<file path="src/rtl/pulse_measure.sv">
// Trigger-armed pulse timer: timestamps the first rising and following falling
// edge of sig_in relative to trig and reports rise/fall/width with a valid strobe.
module pulse_measure #(
    parameter int          WIDTH       = 16,
    parameter int          SYNC_STAGES = 2,
    parameter int unsigned TIMEOUT     = 16'hFFFF
) (
    input  logic             clk,
    input  logic             rstn,
    input  logic             trig,
    input  logic             sig_in,
    output logic [WIDTH-1:0] t_rise,
    output logic [WIDTH-1:0] t_fall,
    output logic [WIDTH-1:0] t_width,
    output logic             valid,
    output logic             timeout,
    output logic             busy,
    output logic             restart
);

    localparam logic [WIDTH-1:0] TMO = WIDTH'(TIMEOUT);

    typedef enum logic [2:0] {IDLE, ARM, RISE, FALL, DONE} state_t;

    state_t           state, state_d;
    logic [WIDTH-1:0] cnt, cnt_d;
    logic [WIDTH-1:0] rise_int, rise_int_d;
    logic             restart_d;
    logic             s;

    logic             load;
    logic             tmo_c;
    logic [WIDTH-1:0] rise_o, fall_o, width_o;

    generate
        if (SYNC_STAGES == 0) begin : g_nosync
            assign s = sig_in;
        end else begin : g_sync
            logic [SYNC_STAGES-1:0] sync_q;
            always_ff @(posedge clk or negedge rstn) begin
                if (!rstn) begin
                    sync_q <= '0;
                end else begin
                    sync_q[0] <= sig_in;
                    for (int unsigned i = 1; i < SYNC_STAGES; i++)
                        sync_q[i] <= sync_q[i-1];
                end
            end
            assign s = sync_q[SYNC_STAGES-1];
        end
    endgenerate

    always_comb begin
        state_d    = state;
        cnt_d      = cnt;
        rise_int_d = rise_int;
        restart_d  = restart;
        load       = 1'b0;
        tmo_c      = 1'b0;
        rise_o     = '1;
        fall_o     = '1;
        width_o    = '0;
        busy       = 1'b0;

        case (state)
            IDLE: begin
                if (trig) begin
                    cnt_d   = WIDTH'(1);
                    state_d = s ? ARM : RISE;
                end
            end
            ARM, RISE, FALL: begin
                busy = 1'b1;
                // Retrigger takes priority over both edge capture and timeout
                if (trig) begin
                    cnt_d     = WIDTH'(1);
                    state_d   = s ? ARM : RISE;
                    restart_d = 1'b1;
                end else if (cnt == TMO) begin
                    state_d = DONE;
                    load    = 1'b1;
                    tmo_c   = 1'b1;
                    if (state == FALL) rise_o = rise_int;
                end else begin
                    cnt_d = cnt + WIDTH'(1);
                    if (state == ARM && !s) begin
                        state_d = RISE;
                    end else if (state == RISE && s) begin
                        rise_int_d = cnt;
                        state_d    = FALL;
                    end else if (state == FALL && !s) begin
                        state_d = DONE;
                        load    = 1'b1;
                        rise_o  = rise_int;
                        fall_o  = cnt;
                        width_o = cnt - rise_int;
                    end
                end
            end
            DONE: begin
                if (trig) begin
                    cnt_d   = WIDTH'(1);
                    state_d = s ? ARM : RISE;
                end else begin
                    restart_d = 1'b0;
                    state_d   = IDLE;
                end
            end
            default: state_d = IDLE;
        endcase
    end

    // Results are loaded on the edge into DONE, so valid is high during DONE
    always_ff @(posedge clk or negedge rstn) begin
        if (!rstn) begin
            state    <= IDLE;
            cnt      <= '0;
            rise_int <= '0;
            restart  <= 1'b0;
            valid    <= 1'b0;
            timeout  <= 1'b0;
            t_rise   <= '0;
            t_fall   <= '0;
            t_width  <= '0;
        end else begin
            state    <= state_d;
            cnt      <= cnt_d;
            rise_int <= rise_int_d;
            restart  <= restart_d;
            valid    <= load;
            timeout  <= load & tmo_c;
            if (load) begin
                t_rise  <= rise_o;
                t_fall  <= fall_o;
                t_width <= width_o;
            end
        end
    end

endmodule

</file>
<file path="config.mk">
export PLATFORM = sky130hd
export DESIGN_NAME = pulse_measure
export DESIGN_NICKNAME = d
export VERILOG_FILES = /design/src/rtl/pulse_measure.sv
export SDC_FILE = /design/constraint.sdc
export NUM_CORES = 1
export LEC_CHECK = 0
export BUFFER_PORTS_ARGS = -buffer_cell sky130_fd_sc_hd__buf_2
export CAP_MARGIN = 15
export CORE_MARGIN = 2
export CORE_UTILIZATION = 60
export CTS_BUF_LIST = sky130_fd_sc_hd__clkbuf_8
export CTS_CLUSTER_SIZE = 16
export DETAILED_ROUTE_END_ITERATION = 8
export GPL_ROUTABILITY_DRIVEN = 0
export MAX_ROUTING_LAYER = met4
export PLACE_DENSITY = 0.82
export SETUP_SLACK_MARGIN = 0.15
export SLEW_MARGIN = 20
export SYNTH_ARGS = -nofsm -noshare
export SYNTH_HDL_FRONTEND = slang
export SYNTH_SLANG_ARGS = --single-unit
</file>
<file path="constraint.sdc">
create_clock -name clk -period 3.1 [get_ports clk]
set_clock_uncertainty 0.05 [all_clocks]
set_input_delay 0.155 -clock clk [delete_from_list [all_inputs] [get_ports clk]]
set_output_delay 0.155 -clock clk [all_outputs]
set_load 0.05 [all_outputs]
</file>
* Word level (Yosys, flattened, before mapping)
Index checks and enable logic that the tools add are counted.
** Word-level totals
- Bits in registers :: 88
- Input port bits :: 4
- Output and inout bits :: 52
- Logic and storage cells :: 85
** Cells by class
- $add $sub $neg :: 2
- Eq/ne operators :: 11
- Multiplexer cells :: 45
- Bitwise gates (word level) :: 4
- Reduce and logical (&&, ||, !) cells :: 13
** Operator list (count)
- 2-to-1 mux 16 bit :: 22
- one-hot mux 16 bit (2 select lines) :: 1
- 2-to-1 mux 3 bit :: 6
- adder 16 x 1 -> 16 bit, second input constant :: 1
- equality test 16 bit, second input constant :: 1
- subtractor 16 bit :: 1
- 2-to-1 mux 1 bit :: 12
- one-hot mux 3 bit (3 select lines) :: 1
- equality test 3 x 2 -> 1 bit, second input constant :: 2
- inequality test 2 bit, second input constant :: 3
- inequality test 6 bit, second input constant :: 1
- AND reduction 3 bit :: 2
- AND reduction 5 bit :: 1
- 2-to-1 mux 2 bit :: 2
- nonzero test 2 bit :: 2
- equality test 3 x 1 -> 1 bit, second input constant :: 1
- equality test 3 bit, second input constant :: 1
- logical AND 1 bit :: 3
- zero test 3 bit :: 1
- inequality test 3 bit, second input constant :: 1
- NOT 1 bit :: 3
- OR reduction 3 bit :: 1
- inequality test 2 x 1 -> 1 bit, second input constant :: 1
- one-hot mux 1 bit (2 select lines) :: 1
- other kinds (4) :: 4

* Logic depth before layout (Yosys ltp)
Gate-level depths: netlist (run 1).
- Word-level depth :: 9
- Mapped depth :: 10
- Gate-level depth less buffers :: 9

* Worst setup path before layout (run 1)
OpenSTA, ideal clock, no wires.
- Kind :: register to register
- Start point :: register state[0]
- End point :: register cnt[6]
- Setup time :: 0.116 ns
- Data arrival time :: 2.537 ns
- Required time :: 2.934 ns
- Setup slack :: 0.397 ns
- Stages on the path, launching flop included :: 8
- Path buffers :: 1
- Clock period less this slack :: 2.703 ns
- Path through :: dfrtp_1 > or2_2 > buf_2 > nor2b_1 > o22ai_2 > or2_2 > or4_1 > o311ai_0
** Between the ends
- Cells in the longest elaborated chain, start to end :: 4
- Elaborated cells on any way between the ends :: 12
- Those cells by class :: 6 x eq/ne; 1 x mux; 5 x reduce/logical
** Ends and longest elaborated chain
- start, declared :: line 25 : state_t state, state_d;
- start signal, assigned :: line 126 : state <= state_d;
- equality test 3 x 1 -> 1 bit, or another cell as far along :: line 65 : case (state)
- OR reduction 3 bit or OR reduction 2 bit (tied branches)
- inequality test 3 bit (no source line), or another cell as far along
- AND reduction 3 bit (no source line)
- end signal, assigned :: line 127 : cnt <= cnt_d;
- end, declared :: line 26 : logic [WIDTH-1:0] cnt, cnt_d;
Parallel ways exist; a longest one is shown, timed or not.
A chain may end at the register's enable or synchronous reset.

* Final worst setup path (run 1)
- Start point :: register cnt[1]
- End point :: register cnt[6]
** Between the ends
- Cells in the longest elaborated chain, start to end :: 4
- Elaborated cells on any way between the ends :: 7
- Those cells by class :: 1 x add/sub; 2 x eq/ne; 3 x mux; 1 x reduce/logical
** Ends and longest elaborated chain
- adder 16 x 1 -> 16 bit :: line 85 : cnt_d = cnt + WIDTH'(1);
- 2-to-1 mux 16 bit :: line 79 : end else if (cnt == TMO) begin
- 2-to-1 mux 16 bit :: line 75 : if (trig) begin
- one-hot mux 16 bit (2 select lines) :: line 65
Parallel ways exist; a longest one is shown, timed or not. The select of a mux whose other input is x is not followed.

==> results of run 1 <==
## area by class of cell
class	count	share of cell area
clock buffers	9	0.0248
well taps	99	0.0248
clock inverters	7	0.0173
flip-flops and latches	88	0.441
repair buffers	67	0.0753
inverters	23	0.0183
multi-input cells	335	0.399
## routing by layer
metal  wire length (um)  vias up  global-route usage
met2               5170      117               0.473
met3                626       27              0.0285
li1                   -     1755                   -
met1               4160     1769               0.331
met5                  0        -                   -
met4                300        0               0.121
## stage by stage
step / setup slack [ps] / cell area (um2) / power, mW / utilization
2_1_floorplan: 397 / 4420 / 3.47 / -
3_3_place_gp: 499 / 4760 / 3.98 / 0.660
3_5_place_dp: 427 / 4760 / 4.03 / 0.660
4_1_cts: 403 / 4990 / 4.87 / 0.692
5_1_grt: 233 / 5000 / 5.12 / 0.693
6_report: 372 / 5000 / 4.86 / 0.693
## state kept, by name, summed over array words and instances, names as in the netlist
signal	count
restart	1
rise_int	16
timeout	1
state	3
valid	1
t_rise	16
g_sync.sync_q	2
cnt	16
t_width	16
t_fall	16
## what timing repair did
item / CTS / global route
hold endpoints to repair: 89 / 0
buffers inserted: 0 / 0
gates resized for setup: 0 / 0
hold buffers: 2 / 0
## critical path: cells and delay by family, from the launching register on
family / cells / cell delay [ps]
AO/OA/AOI/OAI: 2 / 610
adder cells (fa/ha/maj): 1 / 250
flip-flops: 1 / 470
AND/OR/NAND/NOR: 4 / 1210
## cell usage in the layout (no fill, tap or decap), types with 6 or more instances in the layout
| master | n |
|---|---|
| xnor2_1 | 7 |
| buf_2 | 54 |
| xor2_1 | 6 |
| ha_1 | 17 |
| o21ai_0 | 53 |
| nor2_1 | 60 |
| buf_4 | 10 |
| a21oi_1 | 19 |
| inv_1 | 22 |
| nor3_1 | 22 |
| clkbuf_8 | 9 |
| o22a_1 | 14 |
| nand2b_1 | 8 |
| nand4_1 | 7 |
| dfrtp_1 | 88 |
| nand2_1 | 48 |
## power groups by stage
stage | Sequential (mW) | Clock [mW] | Combinational, mW
after detailed placement | 1.71 | 0 | 2.32
final | 1.68 | 0.847 | 2.33
after CTS | 1.68 | 0.856 | 2.34
after floorplan | 2.64 | 0 | 0.837
after global placement | 1.70 | 0 | 2.29
after global routing | 1.72 | 0.898 | 2.50
## worst max-delay path by stage
stage                          from                 endpoint  slack (ps)  cells after the start
6_report         cnt[1]$_DFFE_PN0P_       cnt[6]$_DFFE_PN0P_         370                      7
5_1_grt          cnt[1]$_DFFE_PN0P_       cnt[9]$_DFFE_PN0P_         230                      7
4_1_cts          cnt[1]$_DFFE_PN0P_  t_width[13]$_DFFE_PN0P_         400                      7
3_5_place_dp     cnt[1]$_DFFE_PN0P_  t_width[13]$_DFFE_PN0P_         430                      7
3_3_place_gp     cnt[1]$_DFFE_PN0P_  t_width[13]$_DFFE_PN0P_         500                      7
2_1_floorplan  state[0]$_DFFE_PN0P_       cnt[6]$_DFFE_PN0P_         400                      7
## logic make-up (layout without fill, tap and decap cells)
group / after synthesis / count (layout) / synth area share
compound gates: 118 / 118 / 0.165
xor+xnor: 13 / 13 / 0.0257
fa+ha+maj: 18 / 18 / 0.0526
buf+inv: 47 / 106 / 0.0523
flops: 88 / 88 / 0.498
mux: 6 / 6 / 0.0144
simple gates: 180 / 180 / 0.192
## cells in the mapped netlist, types with 2 or more instances
cell type,count,area share
nor3_1,23,0.026
a31oi_1,5,0.0071
nor2b_1,5,0.0071
o211ai_1,2,0.0034
or4_1,3,0.0051
xnor2_1,7,0.014
nand2_1,48,0.041
dfrtp_1,88,0.50
buf_6,6,0.015
inv_1,22,0.019
nor3b_1,2,0.0034
clkbuf_1,14,0.012
o22a_1,14,0.028
nand3_1,4,0.0045
nand4_1,7,0.0099
nand2b_1,8,0.011
and3_1,3,0.0042
nor2_2,2,0.0028
mux2i_1,3,0.0068
ha_1,17,0.048
o21ai_0,53,0.060
a21oi_1,19,0.021
o22ai_1,2,0.0028
buf_2,4,0.0045
nor2_1,60,0.051
mux2_2,3,0.0076
o41ai_1,2,0.0040
a21o_1,5,0.0085
nor4_1,3,0.0042
nand3b_1,4,0.0068
o21a_1,2,0.0034
a22oi_1,2,0.0034
a211oi_1,2,0.0034
xor2_1,6,0.012
or2_2,3,0.0042
==> results.sh, run 1 <==
export IMPL_yosysWarningCount=0
export IMPL_hold_viol_final=0
export IMPL_seq_power_share=0.347
export IMPL_r2r_end="cnt[6]$_DFFE_PN0P_"
export IMPL_clockBufferDepth=2
export IMPL_swShare=0.482
export IMPL_path_cells="ha_1, nand3_2, or4_1, o22ai_2, or2_2, or4_1, o311ai_0"
export IMPL_fin_crit_sh=0.880
export IMPL_startpoint_type="flip-flop"
export IMPL_postRouteWirelength_um=10300
export IMPL_wl_per_cell_um=16.3
export IMPL_pwr_share_clk=0.174
export IMPL_synth_seq_cells=88
export IMPL_fin_setup_tns_ps=0
export IMPL_reg2reg_from="cnt[1]$_DFFE_PN0P_"
export IMPL_crit_top_cell="or4_1"
export IMPL_ys_seq_area_frac=0.498
export IMPL_place_inst=610
export IMPL_ys_types=52
export IMPL_grt_pass1_vias=3649
export IMPL_period_needed_ps=2730
export IMPL_tightest_slew_ps=782
export IMPL_holdCritStartpoint="trig"
export IMPL_cts_buffers=9
export IMPL_antennaDiodeCount=0
export IMPL_vias_per_cell=5.84
export IMPL_die_w_um=89.9
export IMPL_async_flop_share=1.00
export IMPL_drtIter0Drc=306
export IMPL_num_vias=3668
export IMPL_syn_area_um2=4420
export IMPL_hold_path_class="input pin to flip-flop"
export IMPL_clk_pin_slew_ps=90
export IMPL_cp_max_fo=12
export IMPL_nets=546
export IMPL_track_usage=0.275
export IMPL_slew_viol_final=0
export IMPL_slew_headroom=0.478
export IMPL_whs_ps=94.5
export IMPL_worstRegToRegCells=7
export IMPL_clock_latency_ps=370
export IMPL_antenna_found_initial=0
export IMPL_rrSetupSlack_ps=370
export IMPL_crit_arrival_ps=2900
export IMPL_criticalPathCategory="flip-flop to flip-flop"
export IMPL_ant_nets=0
export IMPL_hold_depth=3
export IMPL_hold_end="state[0]$_DFFE_PN0P_"
export IMPL_core_rowCount=31
export IMPL_ys_flop_type="dfrtp_1"
export IMPL_cts_root_buffer_cell="clkbuf_8"
export IMPL_drv_cap=0
export IMPL_die_h_um=89.9
export IMPL_ios=56
export IMPL_setup_viol=0
export IMPL_regArea_um2=2200
export IMPL_h_tree_depth=3
export IMPL_cts_sink_count=88
export IMPL_max_stage_delay_ps=750
export IMPL_irDropWorstVdd_mv=0.617
export IMPL_io_buffers=55
export IMPL_rsz0062_at_grt="no"
export IMPL_grt_overflow=0
export IMPL_fmax_mhz=367
export IMPL_switchingPower_mw=2.34
export IMPL_layout_cells_non_filler=628
export IMPL_core_area_um2=7210
export IMPL_combinationalPowerShare=0.479
export IMPL_synth_fp_nets=492
export IMPL_die_area_um2=8070
export IMPL_slowest_stage="or4_1"
export IMPL_p_leak_nw=2.28
export IMPL_synthCells=470
export IMPL_powerDensity_nw_per_um2=971
export IMPL_multiInputGateArea_um2=1990
export IMPL_synth_edff_count=0
export IMPL_grt_start_max_net_pins=89
export IMPL_cp_required_ps=3270
export IMPL_cts_tree="done"
export IMPL_layout_drive_gt1_share=0.180
export IMPL_dp_hpwl_um=7230
export IMPL_postSynthAreaPerCell_um2=9.41
export IMPL_drc_errors=0
export IMPL_status="complete, no violations"
export IMPL_initial_core_util=0.613
export IMPL_syn_to_final_growth_pct=13.0
export IMPL_cp_end_kind="flip-flop"
export IMPL_fillers=572
export IMPL_p_int_mw=2.52
export IMPL_grt_pass1_wl_um=17400
export IMPL_first_pass_iters=5
Note: power is estimated with default switching activity, not from simulation.
==> run 2: changes to the inputs <==
--- a/config.mk
+++ b/config.mk
@@ -7,6 +7,7 @@
 export LEC_CHECK = 0
 export BUFFER_PORTS_ARGS = -buffer_cell sky130_fd_sc_hd__buf_2
 export CAP_MARGIN = 15
+export CORE_ASPECT_RATIO = 0.75
 export CORE_MARGIN = 2
 export CORE_UTILIZATION = 60
 export CTS_BUF_LIST = sky130_fd_sc_hd__clkbuf_8
==> run 2 against run 1 <==
Clock power down 16%. Combinational power is essentially flat. Die area about the same. Hold slack about the same. Via count is 0.16% lower. Count of clock-buffer cells in the layout grew 2. Power shrank 2.5%. Largest power group unchanged.
==> results.sh, run 2 (same netlist as run 1, synthesis figures left out) <==
export IMPL_drc_errors=0
export IMPL_grt_pass1_wl_um=16400
export IMPL_dp_hpwl_um=6990
export IMPL_slowest_stage="o41ai_1"
export IMPL_fin_crit_sh=0.861
export IMPL_fin_setup_tns_ps=0
export IMPL_powerDensity_nw_per_um2=945
export IMPL_max_stage_delay_ps=600
export IMPL_fin_area_um2=5010
export IMPL_postRouteWirelength_um=10000
export IMPL_cp_required_ps=3280
export IMPL_ant_nets=0
export IMPL_clock_latency_ps=370
export IMPL_path_cells="ha_1, a211oi_1, nor2_1, or2_2, o41ai_1, mux2i_1, o21ai_0"
export IMPL_setup_viol=0
export IMPL_startpoint_type="flip-flop"
export IMPL_period_needed_ps=2670
export IMPL_criticalPathCategory="flip-flop to flip-flop"
export IMPL_antennaDiodeCount=0
export IMPL_die_w_um=103
export IMPL_irDropWorstVdd_mv=0.511
export IMPL_cp_max_fo=6
export IMPL_die_area_um2=8080
export IMPL_cts_root_buffer_cell="clkbuf_8"
export IMPL_num_vias=3662
export IMPL_nets=551
export IMPL_crit_arrival_ps=2850
export IMPL_die_h_um=78.4
export IMPL_antenna_found_initial=0
export IMPL_tightest_slew_ps=817
export IMPL_final_cell_mix="dfrtp_1, nor2_1, buf_2"
export IMPL_wl_per_cell_um=15.8
export IMPL_placed_area_um2=4800
export IMPL_status="complete, no violations"
export IMPL_ios=56
export IMPL_grt_start_max_net_pins=89
export IMPL_cts_sink_count=88
export IMPL_rsz0062_at_grt="no"
export IMPL_whs_ps=94.7
export IMPL_slew_headroom=0.454
export IMPL_h_tree_depth=3
export IMPL_hold_path_class="input pin to flip-flop"
export IMPL_first_pass_iters=5
export IMPL_grt_pass1_vias=3410
export IMPL_cts_buffers=9
export IMPL_drv_cap=0
export IMPL_drtIter0Drc=251
export IMPL_core_area_um2=7230
export IMPL_vias_per_cell=5.78
export IMPL_cts_setup_buffers=0
export IMPL_p_leak_nw=2.30
export IMPL_clk_pin_slew_ps=80
export IMPL_io_buffers=55
export IMPL_core_rowCount=27
export IMPL_slew_viol_final=0
export IMPL_syn_to_final_growth_pct=13.3
export IMPL_rrSetupSlack_ps=430
export IMPL_track_usage=0.273
export IMPL_cts_tree="done"
export IMPL_cp_end_kind="flip-flop"
export IMPL_clockBufferDepth=2
export IMPL_mostFrequentLayoutCell="dfrtp_1"
export IMPL_grt_overflow=0
export IMPL_hold_viol_final=0
export IMPL_initial_core_util=0.612
export IMPL_layout_drive_gt1_share=0.186
export IMPL_fmax_mhz=375
[run 2: changes by cell type in the layout (fill, tap and decap cells not counted), moves of 2 or more]
cell      before  now
clkinv_2       0    2
clkbuf_8       9   11
inv_6          2    0
buf_4         10   15
inv_8          2    0
[run 2: layout make-up]
cell class	count	area, um2
fill	622	2220
sequential	88	2200
multi-input combinational	335	2000
timing repair buffer	72	414
clock buffer	11	151
tap	101	126
inverter	23	91.3
clock inverter	4	21.3
[run 2: path summary, 6_finish.rpt]
path,to,depth (start not counted),start
worst max-delay path,t_width[15]$_DFFE_PN0P_,7,cnt[6]$_DFFE_PN0P_
worst min-delay path,state[0]$_DFFE_PN0P_,3,trig
worst max register to register,t_width[15]$_DFFE_PN0P_,7,cnt[6]$_DFFE_PN0P_
worst min register to register,g_sync.sync_q[1]$_DFF_PN0_,0,g_sync.sync_q[0]$_DFF_PN0_
max in group asynchronous,rise_int[7]$_DFFE_PN0P_,2,rstn
min in group asynchronous,t_rise[1]$_DFFE_PN0P_,2,rstn
[run 2: routing by layer]
layer	track usage	wire, um
met5	-	0
met4	0.109	215
met3	0.0570	715
met2	0.387	4400
met1	0.388	4710
[run 2: stage by stage]
stage | std cells | worst slack (ps) | power [mW] | utilization
finish | 634 | 430 | 4.73 | 0.693
global route | 634 | 262 | 4.99 | 0.693
CTS | 634 | 185 | 4.74 | 0.691
detailed placement | 617 | 198 | 4.02 | 0.665
global placement | 617 | 351 | 3.99 | 0.665
floorplan | 470 | 397 | 3.47 | -
[run 2: critical path: cells and delay by family, from the launching register on]
kind	cells	cell delay [ps]
flops	1	450
compound gates	3	950
fa+ha+maj	1	400
simple gates	2	420
mux	1	260
[run 2: timing repair]
item	CTS	global route
hold buffers	2	0
endpoints found under the hold margin	89	0
gates resized for setup	0	1
endpoints found under the setup margin	0	3
[run 2: where the power goes]
group	internal [mW]	leakage [nW]	total [mW]	switching, mW
sequential	1.47	1.09	1.67	0.206
clock	0.325	0.0924	0.712	0.387
combinational	0.658	1.12	2.35	1.69
==> run 3: changes to the inputs <==
--- a/config.mk
+++ b/config.mk
@@ -7,7 +7,7 @@
 export LEC_CHECK = 0
 export BUFFER_PORTS_ARGS = -buffer_cell sky130_fd_sc_hd__buf_2
 export CAP_MARGIN = 15
-export CORE_ASPECT_RATIO = 0.75
+export CORE_ASPECT_RATIO = 0.8
 export CORE_MARGIN = 2
 export CORE_UTILIZATION = 60
 export CTS_BUF_LIST = sky130_fd_sc_hd__clkbuf_8
==> run 3 against run 2 <==
Global-route usage shrank 0.094 points. Sequential share of layout area grew 0.29 points. First-iteration DRC count grew 6.4%. Clock power grew 3%. Die area is essentially flat. Hold slack gained 14 ps. Final area shrank 0.65%.
==> results.sh, run 3 (same netlist as run 1, synthesis figures left out) <==
export IMPL_status="complete, no violations"
export IMPL_clk_pin_slew_ps=90
export IMPL_hold_viol_final=0
export IMPL_drc_errors=0
export IMPL_rsz0062_at_grt="no"
export IMPL_whs_ps=108
export IMPL_seq_power_share=0.351
export IMPL_wl_per_cell_um=16.1
export IMPL_power_mw=4.76
export IMPL_slew_headroom=0.478
export IMPL_fmax_mhz=363
export IMPL_clockBufferDepth=2
export IMPL_io_buffers=55
export IMPL_die_area_um2=8080
export IMPL_cp_max_fo=24
export IMPL_slew_viol_final=0
export IMPL_syn_to_final_growth_pct=12.5
export IMPL_grt_start_max_net_pins=89
export IMPL_criticalPathCategory="flip-flop to flip-flop"
export IMPL_first_pass_iters=5
export IMPL_swShare=0.483
export IMPL_tightest_slew_ps=783
export IMPL_core_area_um2=7030
export IMPL_postRouteWirelength_um=9940
export IMPL_startpoint_type="flip-flop"
export IMPL_irDropWorstVdd_mv=0.460
export IMPL_cts_tree="done"
export IMPL_initial_core_util=0.629
export IMPL_die_h_um=80.8
export IMPL_dp_hpwl_um=6920
export IMPL_drv_cap=0
export IMPL_track_usage=0.273
export IMPL_clock_latency_ps=360
export IMPL_fin_setup_tns_ps=0
export IMPL_p_leak_nw=2.29
export IMPL_vias_per_cell=5.93
export IMPL_ios=56
export IMPL_antennaDiodeCount=0
export IMPL_h_tree_depth=3
export IMPL_grt_overflow=0
export IMPL_combinationalPowerShare=0.496
export IMPL_mostFrequentLayoutCell="dfrtp_1"
export IMPL_hold_path_class="input pin to flip-flop"
export IMPL_antenna_found_initial=0
export IMPL_powerDensity_nw_per_um2=956
export IMPL_switchingPower_mw=2.30
export IMPL_cp_end_kind="flip-flop"
export IMPL_fin_crit_sh=0.887
export IMPL_pwr_share_clk=0.154
export IMPL_crit_arrival_ps=2950
export IMPL_die_w_um=100
export IMPL_grt_pass1_wl_um=16400
export IMPL_nets=548
export IMPL_cp_required_ps=3290
export IMPL_setup_viol=0
export IMPL_final_cell_mix="dfrtp_1, nor2_1, buf_2"
export IMPL_ant_nets=0
export IMPL_layout_drive_gt1_share=0.185
export IMPL_cts_buffers=9
export IMPL_core_rowCount=27
export IMPL_grt_pass1_vias=3383
export IMPL_num_vias=3665
export IMPL_period_needed_ps=2750
export IMPL_cts_setup_buffers=0
export IMPL_drtIter0Drc=267
export IMPL_p_int_mw=2.46
export IMPL_cts_sink_count=88
export IMPL_cts_root_buffer_cell="clkbuf_8"
-- run 3: changes by cell type in the layout (fill, tap and decap cells not counted) --
cell / previous run / this run
buf_4: 15 / 12
clkinv_2: 2 / 1
clkinv_4: 1 / 2
clkinvlp_4: 1 / 2
o22ai_2: 0 / 1
o22ai_4: 1 / 0
or4_1: 3 / 2
or4_4: 0 / 1
-- run 3: through the flow --
step                      setup slack (ps)   util  instance area, um2  cells
after floorplan                        397      -                4420    470
after global placement                 380  0.678                4760    600
after detailed placement               217  0.678                4760    600
after CTS                              205  0.707                4970    618
after global routing                   179  0.708                4980    618
final                                  349  0.708                4980    618
-- run 3: final timing paths --
check / depth (start not counted) / startpoint / slack (ps) / to
max: 7 / cnt[1]$_DFFE_PN0P_ / 350 / t_rise[1]$_DFFE_PN0P_
min: 3 / trig / 110 / state[0]$_DFFE_PN0P_
min in group asynchronous: 2 / rstn / 350 / t_rise[1]$_DFFE_PN0P_
max in group asynchronous: 2 / rstn / 2090 / t_rise[6]$_DFFE_PN0P_
max reg2reg: 7 / cnt[1]$_DFFE_PN0P_ / 350 / t_rise[1]$_DFFE_PN0P_
min reg2reg: 0 / g_sync.sync_q[0]$_DFF_PN0_ / 310 / g_sync.sync_q[1]$_DFF_PN0_
-- run 3: metal layers --
metal  GRT usage  up-vias  wire (um)
met2       0.404      146       4420
met5           -        -          0
met3      0.0525       23        628
met4       0.118        0        261
met1       0.372     1747       4630
li1            -     1749          -
-- run 3: what timing repair did --
item                                    in CTS  in global routing
hold endpoints to repair                    89                  0
endpoints found under the setup margin       0                 26
hold buffers                                 2                  0
gates resized for setup                      0                  2
-- run 3: cell type report --
class / count / area [um2]
Sequential cell: 88 / 2200
Fill cell: 557 / 2050
Multi-Input combinational cell: 335 / 2000
Timing Repair Buffer: 69 / 392
Clock buffer: 11 / 151
Tap cell: 87 / 109
Inverter: 23 / 91.3
Clock inverter: 5 / 32.5
-- run 3: worst max-delay path, cell delays in order, from the launching register on --
cell and delay (ps):
dfrtp_1 500, ha_1 280, nand3_2 150, or4_4 640, o31a_2 470, buf_4 250
nor3_1 210, nor2_1 70
-- run 3: power by group through the flow --
stage	registers [mW]	clock network (mW)	logic [mW]
after detailed placement	1.69	0	2.35
after global placement	1.67	0	2.31
final	1.67	0.731	2.36
after global routing	1.71	0.800	2.51
after CTS	1.67	0.742	2.37
after floorplan	2.64	0	0.837
